File: src/rtl/ahb_mem_arbiter.sv
// ahb_mem_arbiter
//   Two-master AHB-lite arbiter in front of the single memory slave.
//   Round-robin between the two masters. A losing (or stalled) address phase
//   is parked in a per-master pending slot and replayed later, with the
//   master's hready held low meanwhile. Responses are steered back using a
//   data-phase owner register.
// Ports
//   clk, rst_n          clock, asynchronous active-low reset
//   mN_h*  (N=0,1)      master-side AHB-lite address/data/response signals
//   s_h*                slave-side AHB-lite signals; s_hmaster tags the owner
//                       of the current address phase
module ahb_mem_arbiter #(
    parameter int unsigned W_ADDR   = 32,
    parameter int unsigned W_DATA   = 32,
    parameter logic [7:0]  HMASTER0 = 8'h00,
    parameter logic [7:0]  HMASTER1 = 8'h01
) (
    input  logic              clk,
    input  logic              rst_n,

    input  logic [W_ADDR-1:0] m0_haddr,
    input  logic              m0_hwrite,
    input  logic              m0_hexcl,
    input  logic [1:0]        m0_htrans,
    input  logic [2:0]        m0_hsize,
    input  logic [W_DATA-1:0] m0_hwdata,
    output logic              m0_hready,
    output logic              m0_hresp,
    output logic              m0_hexokay,
    output logic [W_DATA-1:0] m0_hrdata,

    input  logic [W_ADDR-1:0] m1_haddr,
    input  logic              m1_hwrite,
    input  logic              m1_hexcl,
    input  logic [1:0]        m1_htrans,
    input  logic [2:0]        m1_hsize,
    input  logic [W_DATA-1:0] m1_hwdata,
    output logic              m1_hready,
    output logic              m1_hresp,
    output logic              m1_hexokay,
    output logic [W_DATA-1:0] m1_hrdata,

    output logic [W_ADDR-1:0] s_haddr,
    output logic              s_hwrite,
    output logic              s_hexcl,
    output logic [1:0]        s_htrans,
    output logic [2:0]        s_hsize,
    output logic [7:0]        s_hmaster,
    output logic [W_DATA-1:0] s_hwdata,
    output logic              s_hready,
    input  logic              s_hready_resp,
    input  logic              s_hresp,
    input  logic              s_hexokay,
    input  logic [W_DATA-1:0] s_hrdata
);

    typedef enum logic [1:0] {
        OWN_NONE = 2'd0,
        OWN_M0   = 2'd1,
        OWN_M1   = 2'd2
    } owner_e;

    owner_e            down_q, down_d;
    logic              last_q, last_d;      // 1: master 1 won most recently
    logic [1:0]        pend_q, pend_d;
    logic [W_ADDR-1:0] paddr_q  [2];
    logic [W_ADDR-1:0] paddr_d  [2];
    logic [2:0]        psize_q  [2];
    logic [2:0]        psize_d  [2];
    logic [1:0]        pwrite_q, pwrite_d;
    logic [1:0]        pexcl_q, pexcl_d;

    logic [W_ADDR-1:0] haddr_in [2];
    logic [2:0]        hsize_in [2];
    logic [1:0]        hwrite_in, hexcl_in;
    logic [1:0]        hready_out, live, req, grant;
    logic              arb_en, sel;

    assign haddr_in[0] = m0_haddr;
    assign haddr_in[1] = m1_haddr;
    assign hsize_in[0] = m0_hsize;
    assign hsize_in[1] = m1_hsize;
    assign hwrite_in   = {m1_hwrite, m0_hwrite};
    assign hexcl_in    = {m1_hexcl, m0_hexcl};

    // A pending master is stalled; the data-phase owner sees the slave's ready.
    assign hready_out[0] = pend_q[0] ? 1'b0 : ((down_q == OWN_M0) ? s_hready_resp : 1'b1);
    assign hready_out[1] = pend_q[1] ? 1'b0 : ((down_q == OWN_M1) ? s_hready_resp : 1'b1);
    assign m0_hready     = hready_out[0];
    assign m1_hready     = hready_out[1];

    // NONSEQ and SEQ both request; SEQ is re-issued as NONSEQ downstream.
    assign live[0] = (m0_htrans == 2'b10 || m0_htrans == 2'b11) && hready_out[0];
    assign live[1] = (m1_htrans == 2'b10 || m1_htrans == 2'b11) && hready_out[1];
    assign req     = pend_q | live;
    assign arb_en  = s_hready_resp & rst_n;

    always_comb begin
        grant = 2'b00;
        if (arb_en) begin
            if (&req) grant = last_q ? 2'b01 : 2'b10;
            else      grant = req;
        end
    end

    // Winner's fields come from its pending slot if parked, else straight through.
    always_comb begin
        sel       = grant[1];
        s_htrans  = (|grant) ? 2'b10 : 2'b00;
        s_hmaster = sel ? HMASTER1 : HMASTER0;
        if (pend_q[sel]) begin
            s_haddr  = paddr_q[sel];
            s_hwrite = pwrite_q[sel];
            s_hsize  = psize_q[sel];
            s_hexcl  = pexcl_q[sel];
        end else begin
            s_haddr  = haddr_in[sel];
            s_hwrite = hwrite_in[sel];
            s_hsize  = hsize_in[sel];
            s_hexcl  = hexcl_in[sel];
        end
    end

    always_comb begin
        down_d   = down_q;
        last_d   = last_q;
        pend_d   = pend_q;
        paddr_d  = paddr_q;
        psize_d  = psize_q;
        pwrite_d = pwrite_q;
        pexcl_d  = pexcl_q;
        if (s_hready_resp) begin
            case (grant)
                2'b01:   down_d = OWN_M0;
                2'b10:   down_d = OWN_M1;
                default: down_d = OWN_NONE;
            endcase
        end
        if (|grant) last_d = grant[1];
        for (int unsigned n = 0; n < 2; n++) begin
            if (grant[n]) begin
                pend_d[n] = 1'b0;
            end else if (live[n]) begin
                pend_d[n]   = 1'b1;
                paddr_d[n]  = haddr_in[n];
                psize_d[n]  = hsize_in[n];
                pwrite_d[n] = hwrite_in[n];
                pexcl_d[n]  = hexcl_in[n];
            end
        end
    end

    always_ff @(posedge clk or negedge rst_n) begin
        if (!rst_n) begin
            down_q   <= OWN_NONE;
            last_q   <= 1'b1;
            pend_q   <= '0;
            pwrite_q <= '0;
            pexcl_q  <= '0;
            for (int unsigned n = 0; n < 2; n++) begin
                paddr_q[n] <= '0;
                psize_q[n] <= '0;
            end
        end else begin
            down_q   <= down_d;
            last_q   <= last_d;
            pend_q   <= pend_d;
            paddr_q  <= paddr_d;
            psize_q  <= psize_d;
            pwrite_q <= pwrite_d;
            pexcl_q  <= pexcl_d;
        end
    end

    assign s_hready  = s_hready_resp;
    assign m0_hrdata = s_hrdata;
    assign m1_hrdata = s_hrdata;

    always_comb begin
        m0_hresp   = 1'b0;
        m1_hresp   = 1'b0;
        m0_hexokay = 1'b1;
        m1_hexokay = 1'b1;
        s_hwdata   = '0;
        case (down_q)
            OWN_M0: begin
                m0_hresp   = s_hresp;
                m0_hexokay = s_hexokay;
                s_hwdata   = m0_hwdata;
            end
            OWN_M1: begin
                m1_hresp   = s_hresp;
                m1_hexokay = s_hexokay;
                s_hwdata   = m1_hwdata;
            end
            default: ;
        endcase
    end

endmodule

File: config.mk
export PLATFORM = sky130hd
export DESIGN_NAME = ahb_mem_arbiter
export DESIGN_NICKNAME = d
export VERILOG_FILES = /design/src/rtl/ahb_mem_arbiter.sv
export SDC_FILE = /design/constraint.sdc
export NUM_CORES = 1
export LEC_CHECK = 0
export ABC_AREA = 1
export BUFFER_PORTS_ARGS = -buffer_cell sky130_fd_sc_hd__buf_2
export CORE_AREA = 2 2 126 128
export CTS_BUF_LIST = sky130_fd_sc_hd__clkbuf_8
export CTS_CLUSTER_SIZE = 40
export DETAILED_ROUTE_END_ITERATION = 8
export DIE_AREA = 0 0 128 130
export GPL_TIMING_DRIVEN = 0
export PLACE_DENSITY = 0.78
export SKIP_CTS_REPAIR_TIMING = 1
export SYNTH_ARGS = -nofsm -noshare
export SYNTH_HDL_FRONTEND = slang
export SYNTH_SLANG_ARGS = --single-unit
File: constraint.sdc
create_clock -name clk -period 2.05 [get_ports clk]
set_input_delay 0 -clock clk [delete_from_list [all_inputs] [get_ports clk]]
set_output_delay 0 -clock clk [all_outputs]
set_load 0.1 [all_outputs]
# Yosys cells after proc, flatten, opt, wreduce, memory -nomap -nowiden
# Cells that the tools add are included.
# op_classes
n_mux	45
n_lt_le_gt_ge	2
shifts	0
n_eq_ne	8
n_mul	0
addsub	0
n_div	0
bitwise	5
n_reduce_logical	10
# ops
op	n
$mux W32	7
$pmux W32 S2	1
$mux W1	25
$mux W3	7
$eq A2 B2 Y1 const B	6
$mux W2	4
$reduce_and A2 Y1	3
$eq A2 B1 Y1 const B	2
$pmux W2 S2	1
$reduce_bool A2 Y1	2
$ge A2 B2 Y1 const B	1
$logic_and A1 B1 Y1	2
$logic_or A1 B1 Y1	2
$lt A1 B2 Y1 const B	1
$not A1 Y1	2
$not A1 Y2	1
$or A2 B2 Y2	1
$reduce_or A2 Y1	1
$and A1 B1 Y1	1
# totals
rom_bits	0
latch_bits	0
elab_cells	82
memories	0
mem_bits_rw	0
regBits	79

# Longest topological paths before layout
# logic_depth
depth_word	13
mapped_depth	14
mapped_depth_nobuf	11

# Worst setup path before layout
# OpenSTA, ideal clock, no wires.
# synth_path
path_kind	flip-flop to output port
startpoint	register down_q[0]
endpoint	output s_htrans[1]
t_arrival_ps	3373
stages_incl_launch_ff	9
t_required_ps	2050
setup_slack_ps	-1323
cell_sequence	dfrtp_1 -> inv_1 -> ha_1 -> buf_4 -> nand2_1 -> a21oi_2 -> o21ai_2 -> buf_2 -> o21ai_0
# synth_between
elab_chain_cells	10
# synth_rtl
item	line	text
start, declared	63	owner_e down_q, down_d;
start signal, assigned	165	down_q <= down_d;
$eq A2 B1 Y1 or $eq A2 B2 Y1 (tied branches)	87, 88	
$mux W1 (on tied branches) (2 in series)	87, 88	
$logic_and A1 B1 Y1 (on tied branches)	93, 94	
$or A2 B2 Y2 (*)	95	assign req = pend_q | live;
$reduce_and A2 Y1	101	if (&req) grant = last_q ? 2'b01 : 2'b10;
$mux W2 (*)	101	
$mux W2 (*)	100	if (arb_en) begin
$reduce_or A2 Y1 (*)	109	s_htrans = (|grant) ? 2'b10 : 2'b00;
$mux W2 (*)	109	
end, declared	46	output logic [1:0] s_htrans,
# Every way passes the cells marked *; elsewhere a longest branch is shown, timed or not.

# Worst setup path in the final report
# layout_path
startpoint	register down_q[1]
endpoint	output s_haddr[12]
# layout_between
elab_chain_cells	13
# layout_rtl
item	line	text
$eq A2 B1 Y1 or $eq A2 B2 Y1 (tied branches)	87, 88	
$mux W1 (on tied branches) (2 in series)	87, 88	
$logic_and A1 B1 Y1 (on tied branches)	93, 94	
$or A2 B2 Y2 (*)	95	
$reduce_and A2 Y1	101	
$mux W2 (*)	101	
$mux W2 (*)	100	
$not A1 Y2 (implied by the code)	112, 117	
$mux W32 (on tied branches) (3 in series)	117, 112	
$mux W32 (*)	111	if (pend_q[sel]) begin
end, declared	43	output logic [W_ADDR-1:0] s_haddr,
# Every way passes the cells marked *; elsewhere a longest branch is shown, timed or not. The select of a mux whose other input is x is not followed.

==> flow_metrics.env <==
export IMPL_area_growth_pct=76.8
export IMPL_root_buffer="clkbuf_8"
export IMPL_p_leak_nw=5.57
export IMPL_synth_area_sq_um=5810
export IMPL_nNetsFinal=1507
export IMPL_dp_worst_setup_slack_ns=-0.299
export IMPL_grt_pass1_vias=6122
export IMPL_insertion_delay_ns=0.36
export IMPL_start_util=0.377
export IMPL_grt_pass1_wl_mm=30.6
export IMPL_final_util=0.666
export IMPL_critical_path_endpoint_type="output port"
export IMPL_final_cell_area_sq_um=10300
export IMPL_synth_cells=915
export IMPL_dr_pass1_iters=7
export IMPL_max_stage_delay_ns=0.43
export IMPL_antenna_cells=0
export IMPL_cts_reportedPaths_clkPinSlew_ns=0.07
export IMPL_grt_ovfl_total=0
export IMPL_post_synth_cell_area_avg_sq_um=6.35
export IMPL_hold_path_class="input port to register"
export IMPL_tightest_slew_ns=0.540
export IMPL_cp_max_fo=8
export IMPL_die_area_sq_um=16600
export IMPL_cp_slowest_cell="dfrtp_1"
export IMPL_period_needed_ns=2.49
export IMPL_cts_sinks=79
export IMPL_power_density_nw_per_um2=1490
export IMPL_fin_ws_ns=-0.439
export IMPL_cap_viol_max_count=0
export IMPL_drc=0
export IMPL_antenna_found_initial=0
export IMPL_grt_use_total=0.232
export IMPL_cts_made_buffers=9
export IMPL_synth_top_area_frac=0.336
export IMPL_ios=329
export IMPL_die_y_microns=130
export IMPL_wirelength_mm=24.1
export IMPL_yosys_warnings=0
export IMPL_path_cells="inv_2 -> ha_4 -> buf_6 -> inv_4 -> nor2_4 -> o21bai_4 -> nand2_4 -> nand3b_1 -> nand2_4 -> clkbuf_16 -> nand2_2 -> nand2_2 -> buf_12"
export IMPL_synthTopCellsByArea="dfrtp_1 34%, nand2_1 31%, nand3_1 13%, buf_4 12%, a21oi_1 2.8%"
export IMPL_htreeDepth=3
export IMPL_hold_ws_ns=-0.0390
export IMPL_drtAntennaViolNets=0
export IMPL_fin_worst_skew_ns=0.0174
export IMPL_setup_viol=41
export IMPL_ff2ff_path_depth=14
export IMPL_rsz0062_at_grt="true"
export IMPL_place_congestion=0.855
export IMPL_min_period_over_period=1.21
export IMPL_core_area_sq_um=15400
export IMPL_place_hpwl_mm=15.3
export IMPL_drt_iter0_markers=672
export IMPL_finalMaxSlewViolations=0
export IMPL_violations="negative hold slack, negative setup slack"
export IMPL_path_class="register to output port"
export IMPL_fmax_ghz=0.402
export IMPL_dr_total_vias=7692
export IMPL_drive_gt1_frac=0.438
export IMPL_place_area_sq_um=7780
export IMPL_power_mw=15.3
export IMPL_cts_tree="built"
export IMPL_fin_setup_tns_ns=-15.24
export IMPL_synth_seq_cells=79
export IMPL_finalHoldViolations=2
export IMPL_wire_per_inst_microns=15.8
export IMPL_dp_cells=1401
export IMPL_startpoint_type="register"
export IMPL_fin_cells=1522
export IMPL_cts_buffer_depth=2
export IMPL_critPathArrivalTime_ns=2.49
export IMPL_holdPathStages=3
export IMPL_synth_top_cell_by_area="dfrtp_1"
export IMPL_vdd_drop_max_mv=0.955
export IMPL_rows=46
export IMPL_maxSlewHeadroom=0.640
export IMPL_die_w_microns=128
export IMPL_io_buffers=286
export IMPL_critPathRequiredTime_ns=2.05
export IMPL_status="finished with violations"
export IMPL_ys_types=26
export IMPL_synth_seq_area_share=0.340
export IMPL_grt_max_degree=56
export IMPL_routed_via_density=5.05
==> synth_stat cells <==
library cell	instances
o21ai_2	1
buf_4	90
o21ai_0	3
inv_1	11
nor2_1	4
ha_1	2
nor3_1	1
nand3b_1	1
a21oi_2	1
buf_1	1
nand2_4	2
o21bai_2	1
nand2_1	481
inv_2	2
o22ai_1	1
nor2_4	1
dfstp_2	1
buf_6	1
conb_1	1
a21oi_1	33
nor2_2	1
dfrtp_1	78
clkbuf_1	12
buf_2	32
nand2_2	4
nand3_1	149
==> state kept, by name, summed over array words and instances, names as in the netlist <==
register and flops:
pexcl_q 2, pwrite_q 2, psize_q 6, last_q 1, paddr_q 64, pend_q 2
down_q 2
==> cell families (layout without fill, tap and decap cells) <==
group,Yosys count,after routing,share of synthesized area
simple gates,644,647,0.455
buf+inv,149,554,0.163
flops,79,79,0.340
compound gates,40,40,0.0370
fa+ha+maj,2,2,0.00431
other cells,1,8,0.000645
==> final cells by class <==
class                   count  area (sq um)
fillers                  1236          5150
multi-input cells         697          3360
repair buffers            391          3350
flip-flops and latches     79          1980
plain buffers             135          1100
well taps                 192           240
clock buffers               9           124
clock inverters             6          62.6
inverters                  13          55.1
==> layer usage <==
metal,vias up,global-route usage,part of all wire,wire [microns]
met3,56,0.0554,0.088,2110
met1,3550,0.302,0.38,9160
met2,459,0.396,0.51,12200
li1,3627,-,-,-
met4,0,0.0485,0.025,592
met5,-,0,0,0
==> layout by cell type (no fill, tap or decap), drive strengths merged <==
cell / count
conb: 8
inv: 12
bufinv: 1
nand2: 490
nand3b: 1
o21ai: 4
clkbuf: 37
buf: 422
ha: 2
dlygate4sd3: 76
clkinv: 5
nand3: 149
o21bai: 1
clkinvlp: 1
a21oi: 34
nor3: 1
dfstp: 1
nor2: 6
o22ai: 1
dfrtp: 78
==> worst paths after layout <==
kind                       slack [ns]         start           to
max in group asynchronous        1.31         rst_n       last_q
min in group asynchronous           0         rst_n  paddr_q[48]
min                             -0.04  m1_htrans[1]    pend_q[1]
max                             -0.44     down_q[1]  s_haddr[12]
max reg2reg                         0     down_q[1]   paddr_q[2]
min reg2reg                      0.48    paddr_q[5]   paddr_q[5]
==> power breakdown <==
part	internal, mW	switching [mW]	leakage [nW]
sequential	2.27	0.421	0.978
combinational	3.70	7.71	4.50
clock	0.555	0.618	0.0988
total	6.52	8.75	5.57
==> worst max-delay path, delay by kind of cell (launching register included) <==
family	cells	cell delay [ns]
AOI/OAI and AO/OA	1	0.09
adders and majority gates	1	0.12
buffers and inverters	5	0.61
DFF	1	0.43
and+or+nand+nor	6	0.87
Note: power is estimated with default switching activity, not from simulation.
